## config.mk

```make
export PLATFORM = sky130hd
export DESIGN_NAME = exc_commit_arbiter
export DESIGN_NICKNAME = d
export VERILOG_FILES = /design/src/rtl/exc_commit_arbiter_pkg.sv /design/src/rtl/exc_commit_arbiter_lane_prio.sv /design/src/rtl/exc_commit_arbiter.sv
export SDC_FILE = /design/constraint.sdc
export NUM_CORES = 1
export LEC_CHECK = 0
export BUFFER_PORTS_ARGS = -buffer_cell sky130_fd_sc_hd__buf_2
export CAP_MARGIN = 20
export CORE_AREA = 3 3 127 129
export CTS_CLUSTER_SIZE = 8
export DETAILED_ROUTE_END_ITERATION = 6
export DIE_AREA = 0 0 130 132
export PLACE_DENSITY = 0.72
export SLEW_MARGIN = 20
export SYNTH_ARGS = -nofsm -noshare
export SYNTH_HDL_FRONTEND = slang
export SYNTH_SLANG_ARGS = --single-unit
```

## constraint.sdc

```tcl
create_clock -name clk -period 6.08 [get_ports clk]
set_clock_uncertainty 0.2 [all_clocks]
set_input_delay 0.912 -clock clk [delete_from_list [all_inputs] [get_ports clk]]
set_output_delay 0.912 -clock clk [all_outputs]
set_load 0.005 [all_outputs]
```

## src/rtl/exc_commit_arbiter_pkg.sv

```systemverilog
// Shared cause codes, exception-vector bit indices and FSM states for the commit arbiter.
// Optional TLB causes are enabled by defining EXC_TLB_EN.
package exc_commit_arbiter_pkg;

  localparam int EXCT_W = 4;
  typedef logic [EXCT_W-1:0] exct_t;

  typedef enum logic [1:0] {
    ST_IDLE  = 2'd0,
    ST_FLUSH = 2'd1,
    ST_WAIT  = 2'd2
  } exc_state_e;

  localparam exct_t EXC_NONE   = 4'd0;
  localparam exct_t EXC_INTR   = 4'd1;
  localparam exct_t EXC_ADEL1  = 4'd2;
  localparam exct_t EXC_ADEL2  = 4'd3;
  localparam exct_t EXC_ADES   = 4'd4;
  localparam exct_t EXC_OV     = 4'd5;
  localparam exct_t EXC_SYSC   = 4'd6;
  localparam exct_t EXC_BP     = 4'd7;
  localparam exct_t EXC_RI     = 4'd8;
  localparam exct_t EXC_ERET   = 4'd9;
  localparam exct_t EXC_TLBL_R = 4'd10;
  localparam exct_t EXC_TLBL   = 4'd11;
  localparam exct_t EXC_TLBL_D = 4'd12;
  localparam exct_t EXC_TLBS   = 4'd13;
  localparam exct_t EXC_MOD    = 4'd14;

  // Bit positions inside a lane's exception vector
  localparam int EXCB_INTR   = 0;
  localparam int EXCB_ADEL1  = 1;
  localparam int EXCB_ADEL2  = 2;
  localparam int EXCB_ADES   = 3;
  localparam int EXCB_OV     = 4;
  localparam int EXCB_SYSC   = 5;
  localparam int EXCB_BP     = 6;
  localparam int EXCB_RI     = 7;
  localparam int EXCB_ERET   = 8;
  localparam int EXCB_TLBL_R = 9;
  localparam int EXCB_TLBL   = 10;
  localparam int EXCB_TLBL_D = 11;
  localparam int EXCB_TLBS   = 12;
  localparam int EXCB_MOD    = 13;

`ifdef EXC_TLB_EN
  localparam int EXCV_W_DEF = 14;
`else
  localparam int EXCV_W_DEF = 9;
`endif

  // A delay-slot instruction restarts at its branch, one word earlier (wraps mod 2^32)
  function automatic logic [31:0] epc_of(input logic [31:0] pc, input logic bd);
    return bd ? (pc - 32'd4) : pc;
  endfunction

endpackage

```

## src/rtl/exc_commit_arbiter_lane_prio.sv

```systemverilog
// Per-lane exception priority encoder: vector -> cause code and BadVAddr source select.
// TLB causes are included when EXC_TLB_EN is defined.
module exc_lane_prio
  import exc_commit_arbiter_pkg::*;
#(
  parameter int EXCV_W = EXCV_W_DEF
) (
  input  logic [EXCV_W-1:0] excs_i,
  input  logic              intr_i,
  output exct_t             code_o,
  output logic              baddr_pc_o,
  output logic              baddr_mem_o
);

  // The vector's own Intr bit is ignored; the interrupt is attached by the arbiter
  logic unused_intr_bit;
  assign unused_intr_bit = excs_i[EXCB_INTR];

  always_comb begin
    code_o      = EXC_NONE;
    baddr_pc_o  = 1'b0;
    baddr_mem_o = 1'b0;
    if (intr_i) begin
      code_o = EXC_INTR;
    end else if (excs_i[EXCB_ADEL1]) begin
      code_o     = EXC_ADEL1;
      baddr_pc_o = 1'b1;
`ifdef EXC_TLB_EN
    end else if (excs_i[EXCB_TLBL_R]) begin
      code_o     = EXC_TLBL_R;
      baddr_pc_o = 1'b1;
    end else if (excs_i[EXCB_TLBL]) begin
      code_o     = EXC_TLBL;
      baddr_pc_o = 1'b1;
`endif
    end else if (excs_i[EXCB_ADEL2]) begin
      code_o      = EXC_ADEL2;
      baddr_mem_o = 1'b1;
    end else if (excs_i[EXCB_ADES]) begin
      code_o      = EXC_ADES;
      baddr_mem_o = 1'b1;
`ifdef EXC_TLB_EN
    end else if (excs_i[EXCB_TLBL_D]) begin
      code_o      = EXC_TLBL_D;
      baddr_mem_o = 1'b1;
    end else if (excs_i[EXCB_TLBS]) begin
      code_o      = EXC_TLBS;
      baddr_mem_o = 1'b1;
    end else if (excs_i[EXCB_MOD]) begin
      code_o      = EXC_MOD;
      baddr_mem_o = 1'b1;
`endif
    end else if (excs_i[EXCB_OV]) begin
      code_o = EXC_OV;
    end else if (excs_i[EXCB_SYSC]) begin
      code_o = EXC_SYSC;
    end else if (excs_i[EXCB_BP]) begin
      code_o = EXC_BP;
    end else if (excs_i[EXCB_RI]) begin
      code_o = EXC_RI;
    end else if (excs_i[EXCB_ERET]) begin
      code_o = EXC_ERET;
    end
  end

endmodule

```

## src/rtl/exc_commit_arbiter.sv

```systemverilog
// Commit-boundary exception resolver: oldest faulting lane wins, younger lanes are killed,
// CP0 fields are registered and a held flush/redirect runs until fetch acks. TLB causes: EXC_TLB_EN.
module exc_commit_arbiter
  import exc_commit_arbiter_pkg::*;
#(
  parameter int          LANES      = 2,
  parameter int          EXCV_W     = EXCV_W_DEF,
  parameter logic [31:0] EXC_VEC    = 32'hBFC0_0380,
  parameter logic [31:0] REFILL_VEC = 32'hBFC0_0200
) (
  input  logic                      clk,
  input  logic                      rst,
  input  logic [LANES*32-1:0]       exc_pc_i,
  input  logic [LANES-1:0]          exc_pcvalid_i,
  input  logic [LANES-1:0]          exc_bd_i,
  input  logic [LANES-1:0]          exc_mem_en_i,
  input  logic [LANES*32-1:0]       exc_m_addr_i,
  input  logic [LANES*EXCV_W-1:0]   exc_excs_i,
  input  logic [31:0]               exc_EPC_i,
  input  logic                      exc_intr_i,
  input  logic                      exc_exl_i,
  input  logic                      fetch_ack_i,
  output logic [LANES-1:0]          exc_kill_o,
  output logic                      exc_flag_o,
  output logic [EXCT_W-1:0]         exc_type_o,
  output logic [31:0]               exc_baddr_o,
  output logic [31:0]               exc_epc_o,
  output logic                      exc_bd_o,
  output logic                      flush_o,
  output logic [31:0]               flush_pc_o,
  output logic                      exc_busy_o
);

  exc_state_e state_q, state_d;
  logic       intr_pend_q;

  logic [LANES-1:0] intr_lane;
  logic             intr_seen;
  exct_t            lane_code [LANES];
  logic [LANES-1:0] lane_bsel_pc, lane_bsel_mem;

  logic             win_found;
  logic [LANES-1:0] win_kill;
  exct_t            win_code;
  logic [31:0]      win_pc, win_maddr;
  logic             win_bd, win_sel_pc, win_sel_mem;

  logic             take;
  logic [31:0]      baddr_d, epc_d, fpc_d;

  logic             flag_q, bd_q;
  exct_t            type_q;
  logic [31:0]      baddr_q, epc_q, fpc_q;

  // Interrupt rides on the oldest real instruction that has no memory access in flight
  always_comb begin
    intr_lane = '0;
    intr_seen = 1'b0;
    for (int i = 0; i < LANES; i++) begin
      if (!intr_seen && exc_pcvalid_i[i] && !exc_mem_en_i[i]) begin
        intr_lane[i] = intr_pend_q;
        intr_seen    = 1'b1;
      end
    end
  end

  for (genvar g = 0; g < LANES; g++) begin : g_lane
    exc_lane_prio #(.EXCV_W(EXCV_W)) u_prio (
      .excs_i      (exc_excs_i[g*EXCV_W +: EXCV_W]),
      .intr_i      (intr_lane[g]),
      .code_o      (lane_code[g]),
      .baddr_pc_o  (lane_bsel_pc[g]),
      .baddr_mem_o (lane_bsel_mem[g])
    );
  end

  always_comb begin
    win_found   = 1'b0;
    win_kill    = '0;
    win_code    = EXC_NONE;
    win_pc      = '0;
    win_maddr   = '0;
    win_bd      = 1'b0;
    win_sel_pc  = 1'b0;
    win_sel_mem = 1'b0;
    for (int i = 0; i < LANES; i++) begin
      if (!win_found && exc_pcvalid_i[i] && (lane_code[i] != EXC_NONE)) begin
        win_found   = 1'b1;
        win_code    = lane_code[i];
        win_pc      = exc_pc_i[i*32 +: 32];
        win_maddr   = exc_m_addr_i[i*32 +: 32];
        win_bd      = exc_bd_i[i];
        win_sel_pc  = lane_bsel_pc[i];
        win_sel_mem = lane_bsel_mem[i];
      end
      win_kill[i] = win_found;
    end
  end

  assign take       = (state_q == ST_IDLE) && win_found;
  assign exc_kill_o = (state_q == ST_IDLE) ? win_kill : '1;

  always_comb begin
    baddr_d = win_sel_pc ? win_pc : (win_sel_mem ? win_maddr : 32'd0);
    epc_d   = (win_code == EXC_ERET) ? 32'd0 : epc_of(win_pc, win_bd);
    fpc_d   = EXC_VEC;
    if (win_code == EXC_ERET) begin
      fpc_d = exc_EPC_i;
    end
`ifdef EXC_TLB_EN
    else if ((win_code == EXC_TLBL_R) && !exc_exl_i) begin
      fpc_d = REFILL_VEC;
    end
`endif
  end

`ifndef EXC_TLB_EN
  logic unused_exl;
  logic [31:0] unused_refill;
  assign unused_exl    = exc_exl_i;
  assign unused_refill = REFILL_VEC;
`endif

  always_comb begin
    state_d = state_q;
    case (state_q)
      ST_IDLE:  if (win_found) state_d = ST_FLUSH;
      ST_FLUSH: state_d = fetch_ack_i ? ST_IDLE : ST_WAIT;
      ST_WAIT:  if (fetch_ack_i) state_d = ST_IDLE;
      default:  state_d = ST_IDLE;
    endcase
  end

  always_ff @(posedge clk or posedge rst) begin
    if (rst) begin
      state_q     <= ST_IDLE;
      intr_pend_q <= 1'b0;
      flag_q      <= 1'b0;
      type_q      <= EXC_NONE;
      baddr_q     <= '0;
      epc_q       <= '0;
      bd_q        <= 1'b0;
      fpc_q       <= '0;
    end else begin
      state_q     <= state_d;
      intr_pend_q <= exc_intr_i;
      flag_q      <= take;
      if (take) begin
        type_q  <= win_code;
        baddr_q <= baddr_d;
        epc_q   <= epc_d;
        bd_q    <= win_bd;
        fpc_q   <= fpc_d;
      end
    end
  end

  assign exc_flag_o  = flag_q;
  assign exc_type_o  = type_q;
  assign exc_baddr_o = baddr_q;
  assign exc_epc_o   = epc_q;
  assign exc_bd_o    = bd_q;
  assign flush_pc_o  = fpc_q;
  assign flush_o     = (state_q != ST_IDLE);
  assign exc_busy_o  = (state_q != ST_IDLE);

endmodule

```

### Word level (Yosys, flattened, before mapping)

Index checks and enable logic that the tools add are counted.

| word-level totals | value |
|---|---|
| register bits after elaboration | 105 |
| latch bits | 0 |
| RAM bits | 0 |
| ROM bits | 0 |
| input port bits | 189 |
| output and inout bits | 106 |
| logic and storage cells | 87 |
| memories | 0 |

| cells by class | value |
|---|---|
| $add $sub $neg | 1 |
| multiply operators | 0 |
| divide/modulo/power cells | 0 |
| magnitude comparators | 0 |
| equal/unequal tests | 5 |
| shift operators | 0 |
| multiplexer cells | 57 |
| bitwise gates (word level) | 0 |
| reductions and logical operators | 16 |

Operator list:

| operator | count |
|---|---|
| $mux 32 | 9 |
| $mux 4 | 20 |
| $sub 32x3->32 const B | 1 |
| $mux 1 | 23 |
| $mux 2 | 4 |
| $reduce_bool 4->1 | 2 |
| $logic_and 1x1->1 | 7 |
| $pmux 2 s3 | 1 |
| $eq 4x4->1 const B | 1 |
| $logic_not 1->1 | 4 |
| $ne 2x2->1 const B | 2 |
| $eq 2x1->1 const B | 1 |
| $eq 2x2->1 const B | 1 |
| $logic_not 2->1 | 1 |
| $reduce_and 2->1 | 1 |
| $reduce_bool 2->1 | 1 |

### Logic depth before layout (Yosys ltp)

| logic depth | value |
|---|---|
| depth after elaboration | 19 |
| gate-level depth with buffers | 17 |
| depth with buffers taken out | 13 |

### By module

A second synthesis with hierarchy kept.

| second synthesis, totals | value |
|---|---|
| cell total of the unflattened synthesis | 726 |
| area total of the unflattened synthesis | 6097.1 um2 |

By module, submodules not included:

| module | instances | cells an instance | area each (um2) | seq. area each (um2) |
|---|---|---|---|---|
| exc_commit_arbiter | 1 | 692 | 5889.4 | 2627.5 |
| exc_lane_prio | 2 | 17 | 103.8 | 0.0 |

### Worst setup path after synthesis

Ideal clock, no wire load.

| timing | value |
|---|---|
| kind | in2reg |
| start point | input port exc_excs_i[6] |
| end point | register epc_q[30] (netlist: exc_epc_o[30]) |
| setup time | 95 ps |
| arrival | 4062 ps |
| required time | 5785 ps |
| path slack | 1723 ps |
| stages | 17 |
| buffers on the path | 4 |
| cell sequence | nor2_1 a221oi_1 o311ai_2 nand2_1 buf_2 buf_2 buf_2 a22oi_1 ha_1 inv_1 nor2_1 o311ai_0 or4_1 a2bb2o_4 buf_6 o31a_1 o31ai_1 |

| between the ends | value |
|---|---|
| longest elaborated chain between the ends | 17 |
| elaborated cells between the ends (all ways) | 25 |
| classes of those cells | add/sub: 1; eq/ne: 1; mux: 17; reduce/logical: 6 |

RTL lines:

| what | line | text |
|---|---|---|
| from (decl) | exc_commit_arbiter.sv:18 | `input logic [LANES*EXCV_W-1:0] exc_excs_i,` |
| $mux 4 * | exc_commit_arbiter_lane_prio.sv:57 | `end else if (excs_i[EXCB_BP]) begin` |
| $mux 4 * | exc_commit_arbiter_lane_prio.sv:55 | `end else if (excs_i[EXCB_SYSC]) begin` |
| $mux 4 * | exc_commit_arbiter_lane_prio.sv:53 | `end else if (excs_i[EXCB_OV]) begin` |
| $mux 4 * | exc_commit_arbiter_lane_prio.sv:39 | `end else if (excs_i[EXCB_ADES]) begin` |
| $mux 4 * | exc_commit_arbiter_lane_prio.sv:36 | `end else if (excs_i[EXCB_ADEL2]) begin` |
| $mux 4 * | exc_commit_arbiter_lane_prio.sv:25 | `end else if (excs_i[EXCB_ADEL1]) begin` |
| $mux 4 * | exc_commit_arbiter_lane_prio.sv:23 | `if (intr_i) begin` |
| $reduce_bool 4->1 | exc_commit_arbiter.sv:87 | `if (!win_found && exc_pcvalid_i[i] && (lane_code[i] != EXC_NONE)) begin` |
| $logic_and 1x1->1 | exc_commit_arbiter.sv:87 |  |
| $mux 1 | exc_commit_arbiter.sv:87 |  |
| $logic_not 1->1 | exc_commit_arbiter.sv:87 |  |
| $logic_and 1x1->1 (2 in a row) | exc_commit_arbiter.sv:87 |  |
| $mux 32 | exc_commit_arbiter.sv:87 |  |
| $sub 32x3->32 | exc_commit_arbiter_pkg.sv:54 | `return bd ? (pc - 32'd4) : pc;` |
| $mux 32 | exc_commit_arbiter_pkg.sv:54 |  |
| $mux 32 | exc_commit_arbiter.sv:105 | `epc_d = (win_code == EXC_ERET) ? 32'd0 : epc_of(win_pc, win_bd);` |
| to (signal assigned) | exc_commit_arbiter.sv:151 | `epc_q <= epc_d;` |
| to (decl) | exc_commit_arbiter.sv:53 | `logic [31:0] baddr_q, epc_q, fpc_q;` |

Every way passes the cells marked *; elsewhere a longest branch is shown, timed or not.
A chain may end at the register's enable or synchronous reset.

### Worst setup path after layout

| timing | value |
|---|---|
| start point | input port exc_excs_i[7] |
| end point | register epc_q[16] (netlist: exc_epc_o[16]) |

| between the ends | value |
|---|---|
| longest elaborated chain between the ends | 18 |
| elaborated cells between the ends (all ways) | 26 |
| classes of those cells | add/sub: 1; eq/ne: 1; mux: 18; reduce/logical: 6 |

RTL lines:

| what | line | text |
|---|---|---|
| $mux 4 * | exc_commit_arbiter_lane_prio.sv:59 | `end else if (excs_i[EXCB_RI]) begin` |
| $mux 4 * | exc_commit_arbiter_lane_prio.sv:57 |  |
| $mux 4 * | exc_commit_arbiter_lane_prio.sv:55 |  |
| $mux 4 * | exc_commit_arbiter_lane_prio.sv:53 |  |
| $mux 4 * | exc_commit_arbiter_lane_prio.sv:39 |  |
| $mux 4 * | exc_commit_arbiter_lane_prio.sv:36 |  |
| $mux 4 * | exc_commit_arbiter_lane_prio.sv:25 |  |
| $mux 4 * | exc_commit_arbiter_lane_prio.sv:23 |  |
| $reduce_bool 4->1 | exc_commit_arbiter.sv:87 |  |
| $logic_and 1x1->1 | exc_commit_arbiter.sv:87 |  |
| $mux 1 | exc_commit_arbiter.sv:87 |  |
| $logic_not 1->1 | exc_commit_arbiter.sv:87 |  |
| $logic_and 1x1->1 (2 in a row) | exc_commit_arbiter.sv:87 |  |
| $mux 32 | exc_commit_arbiter.sv:87 |  |
| $sub 32x3->32 | exc_commit_arbiter_pkg.sv:54 |  |
| $mux 32 | exc_commit_arbiter_pkg.sv:54 |  |
| $mux 32 | exc_commit_arbiter.sv:105 |  |

Marked as above.

==> impl_metrics.toml <==
[layout]
diodes = 0
area_growth_pct = 29.9
final_cells = 1164
fillers = 1468
multiInputGateArea_mm2 = 0.00343
seqCellArea_mm2 = 0.00263
final_layout_size_suffix_gt1_share_pct = 35.1
fin_nets = 1162

[drt]
vias = 6763
dr.pass1.iters = 5
drtIter0Drc = 510
antenna_left = 0
drc = 0
post_drt_wl_per_cell_um = 19.3
via_per_inst = 5.81
finalWirelength_um = 22500

[power_and_ir_drop]
p_leak_uw = 0.00392
swShare_pct = 39.9
clockPowerShare_pct = 19.5
ir_drop_mv = 0.214
switchingPower_uw = 1310
comb_power_share_pct = 45.4
power_density_mw_per_mm2 = 400
p_seq_share_pct = 35.1
internal-power_uw = 1970

[cts]
clk_pin_slew_worst_paths_ps = 70
clockRootBuffer = "clkbuf_16"
cts_buffers = 9
postCtsSetupRepairBufs = 0
clock_sinks = 105
holdBufCountCts = 0
clk_path_buf_depth = 2
cts.repair.resized = 0
h-tree-depth = 3
clock_latency_ps = 350
cts_tree = "yes"

[sta]
finalCritPeriodShare_pct = 75.9
slew_viol_final = 0
fin_crit_ps = 4620
setup_viol = 0
rsz0062_at_grt = "no"
max_freq_mhz = 217
finalSetupTns_ps = 0
relSlewSlack_pct = 38.1
worst_pin_slew_ps = 925
hold_violations = 0
fin_hold_ws_ps = 276

[synthesis]
synth_top_flop_cell = "dfrtp_1"
synth-async-reset-ratio_pct = 100
synth_top_area_share_pct = 41.7
synth_fp_nets = 907
synth.top_cells.by_count = "nand2_1 (112), dfrtp_1 (105), nor2_1 (80)"
yosys_warnings = 0
synth.most_common_cell = "nand2_1"
synthTopCellsByArea = "dfrtp_1 (42%), a22o_1 (8.1%), nand2_1 (6.7%)"
seq_area_frac_synth_pct = 41.7
synth_largest_area_cell = "dfrtp_1"
synth-edff-count = 0
netlist_area_mm2 = 0.00631
avgSynthCellArea_um2 = 8.80
ys_seq_elements = 105
syn_inst = 717
synth.distinct_cells = 73

[grt]
grt_pass1_wl_um = 34500
grt_pass1_vias = 6527
overflow = 0
grt.total_usage_pct = 25.4
antenna_found_initial = 0
grt_max_degree = 108

[floorplanning]
pin_count = 295
die_h_um = 132
initial_core_util_pct = 41.7
dieArea_mm2 = 0.0172
die_w_um = 130
rows = 45
core_mm2 = 0.0151

[setup_path]
cp_data_arrival_time_ps = 4650
end_kind = "flip-flop"
r2r_setup_slack_ps = 1930
setup.worst_path.class = "input pin to flip-flop"
crit_fanout = 17
start_kind = "input pin"
cp_data_required_time_ps = 6110

[worst_hold_path]
hold_class = "flip-flop to flip-flop"

[place]
io_buffers = 291
dp.cells = 1148
place.gp.congestion = 0.882
dpl.hpwl_um = 16300

[outcome]
status = "finished, final reports clean"

[flow_run]
max_cap_violations = 0
layout by cell type, fill, tap and decap left out, drive strengths merged, types with 8 or more instances in the layout:
| master | n |
|---|---|
| buf | 302 |
| a22oi | 19 |
| nor2 | 80 |
| and4 | 8 |
| o21ai | 25 |
| inv | 9 |
| a21oi | 36 |
| nor3 | 12 |
| or3 | 10 |
| a221oi | 25 |
| dfrtp | 105 |
| o31ai | 17 |
| clkbuf | 11 |
| nand2 | 112 |
| a22o | 59 |
| a31oi | 9 |
| nand3 | 21 |
| nand4 | 8 |
stage by stage:
stage	worst slack (ps)	power [uW]	util [%]	area, um2
after CTS	1530	3290	54.0	8170
after floorplan	1720	2000	-	6310
after detailed placement	1170	2650	51.9	7860
final	1460	3280	54.1	8200
after global placement	1160	2620	51.9	7850
after global routing	1130	3530	54.1	8200
cell type report:
cell class,instances,share of cell area [%]
multi-input cells,546,41.8
well taps,188,2.87
clock inverters,4,0.931
repair buffers,302,18.9
inverters,8,0.397
clock buffers,11,2.96
flip-flops and latches,105,32.1
per-layer routing:
metal	global-route usage (%)	share of wire (%)	vias up
li1	-	-	3215
met1	35.3	44	3213
met2	39.9	46	299
met3	4.50	7.0	36
met4	8.55	2.4	0
met5	0	0	-
cell families after synthesis:
group,after synthesis,share of synthesized area (%)
xor gates and xnor gates,10,1.39
and+or+nand+nor,289,21.9
AOI/OAI and AO/OA,244,29.8
muxes,2,0.337
DFF,105,41.7
buffers and inverters,66,4.66
adders and majority gates,1,0.198
worst max-delay path: stages:
cell      delay (ps)
buf_2            100
nand2b_1         130
a221oi_1         390
o311a_1          590
nor3_4           220
a22oi_1          300
ha_1             220
inv_1             60
nor2_1            90
o311ai_0         170
or4_1            520
nand2_1          490
nand4_1          160
a32o_1           290
worst paths after layout:
path                                             endpoint                 startpoint  depth (start not counted)
min in group asynchronous          state_q[1]$_DFFE_PP0P_                        rst                          2
worst max-delay path            exc_epc_o[16]$_DFFE_PP0P_              exc_excs_i[7]                         14
worst max register to register  exc_epc_o[16]$_DFFE_PP0P_      intr_pend_q$_DFF_PP0_                         13
worst min register to register  exc_epc_o[29]$_DFFE_PP0P_  exc_epc_o[29]$_DFFE_PP0P_                          2
worst min-delay path            exc_epc_o[29]$_DFFE_PP0P_  exc_epc_o[29]$_DFFE_PP0P_                          2
max in group asynchronous       exc_epc_o[29]$_DFFE_PP0P_                        rst                          3
power groups by stage:
stage | registers (uW) | logic, uW | clock network (uW)
after CTS | 1150 | 1480 | 650
after global placement | 1150 | 1460 | 0
after global routing | 1190 | 1660 | 680
after detailed placement | 1160 | 1480 | 0
final | 1150 | 1490 | 639
after floorplan | 1190 | 807 | 0
state kept, by name, indices dropped and copies added, names as in the netlist:
name and flops:
exc_baddr_o 32, exc_bd_o 1, exc_epc_o 32, exc_flag_o 1
exc_type_o 4, flush_pc_o 32, intr_pend_q 1, state_q 2
Note: power is estimated with default switching activity, not from simulation.
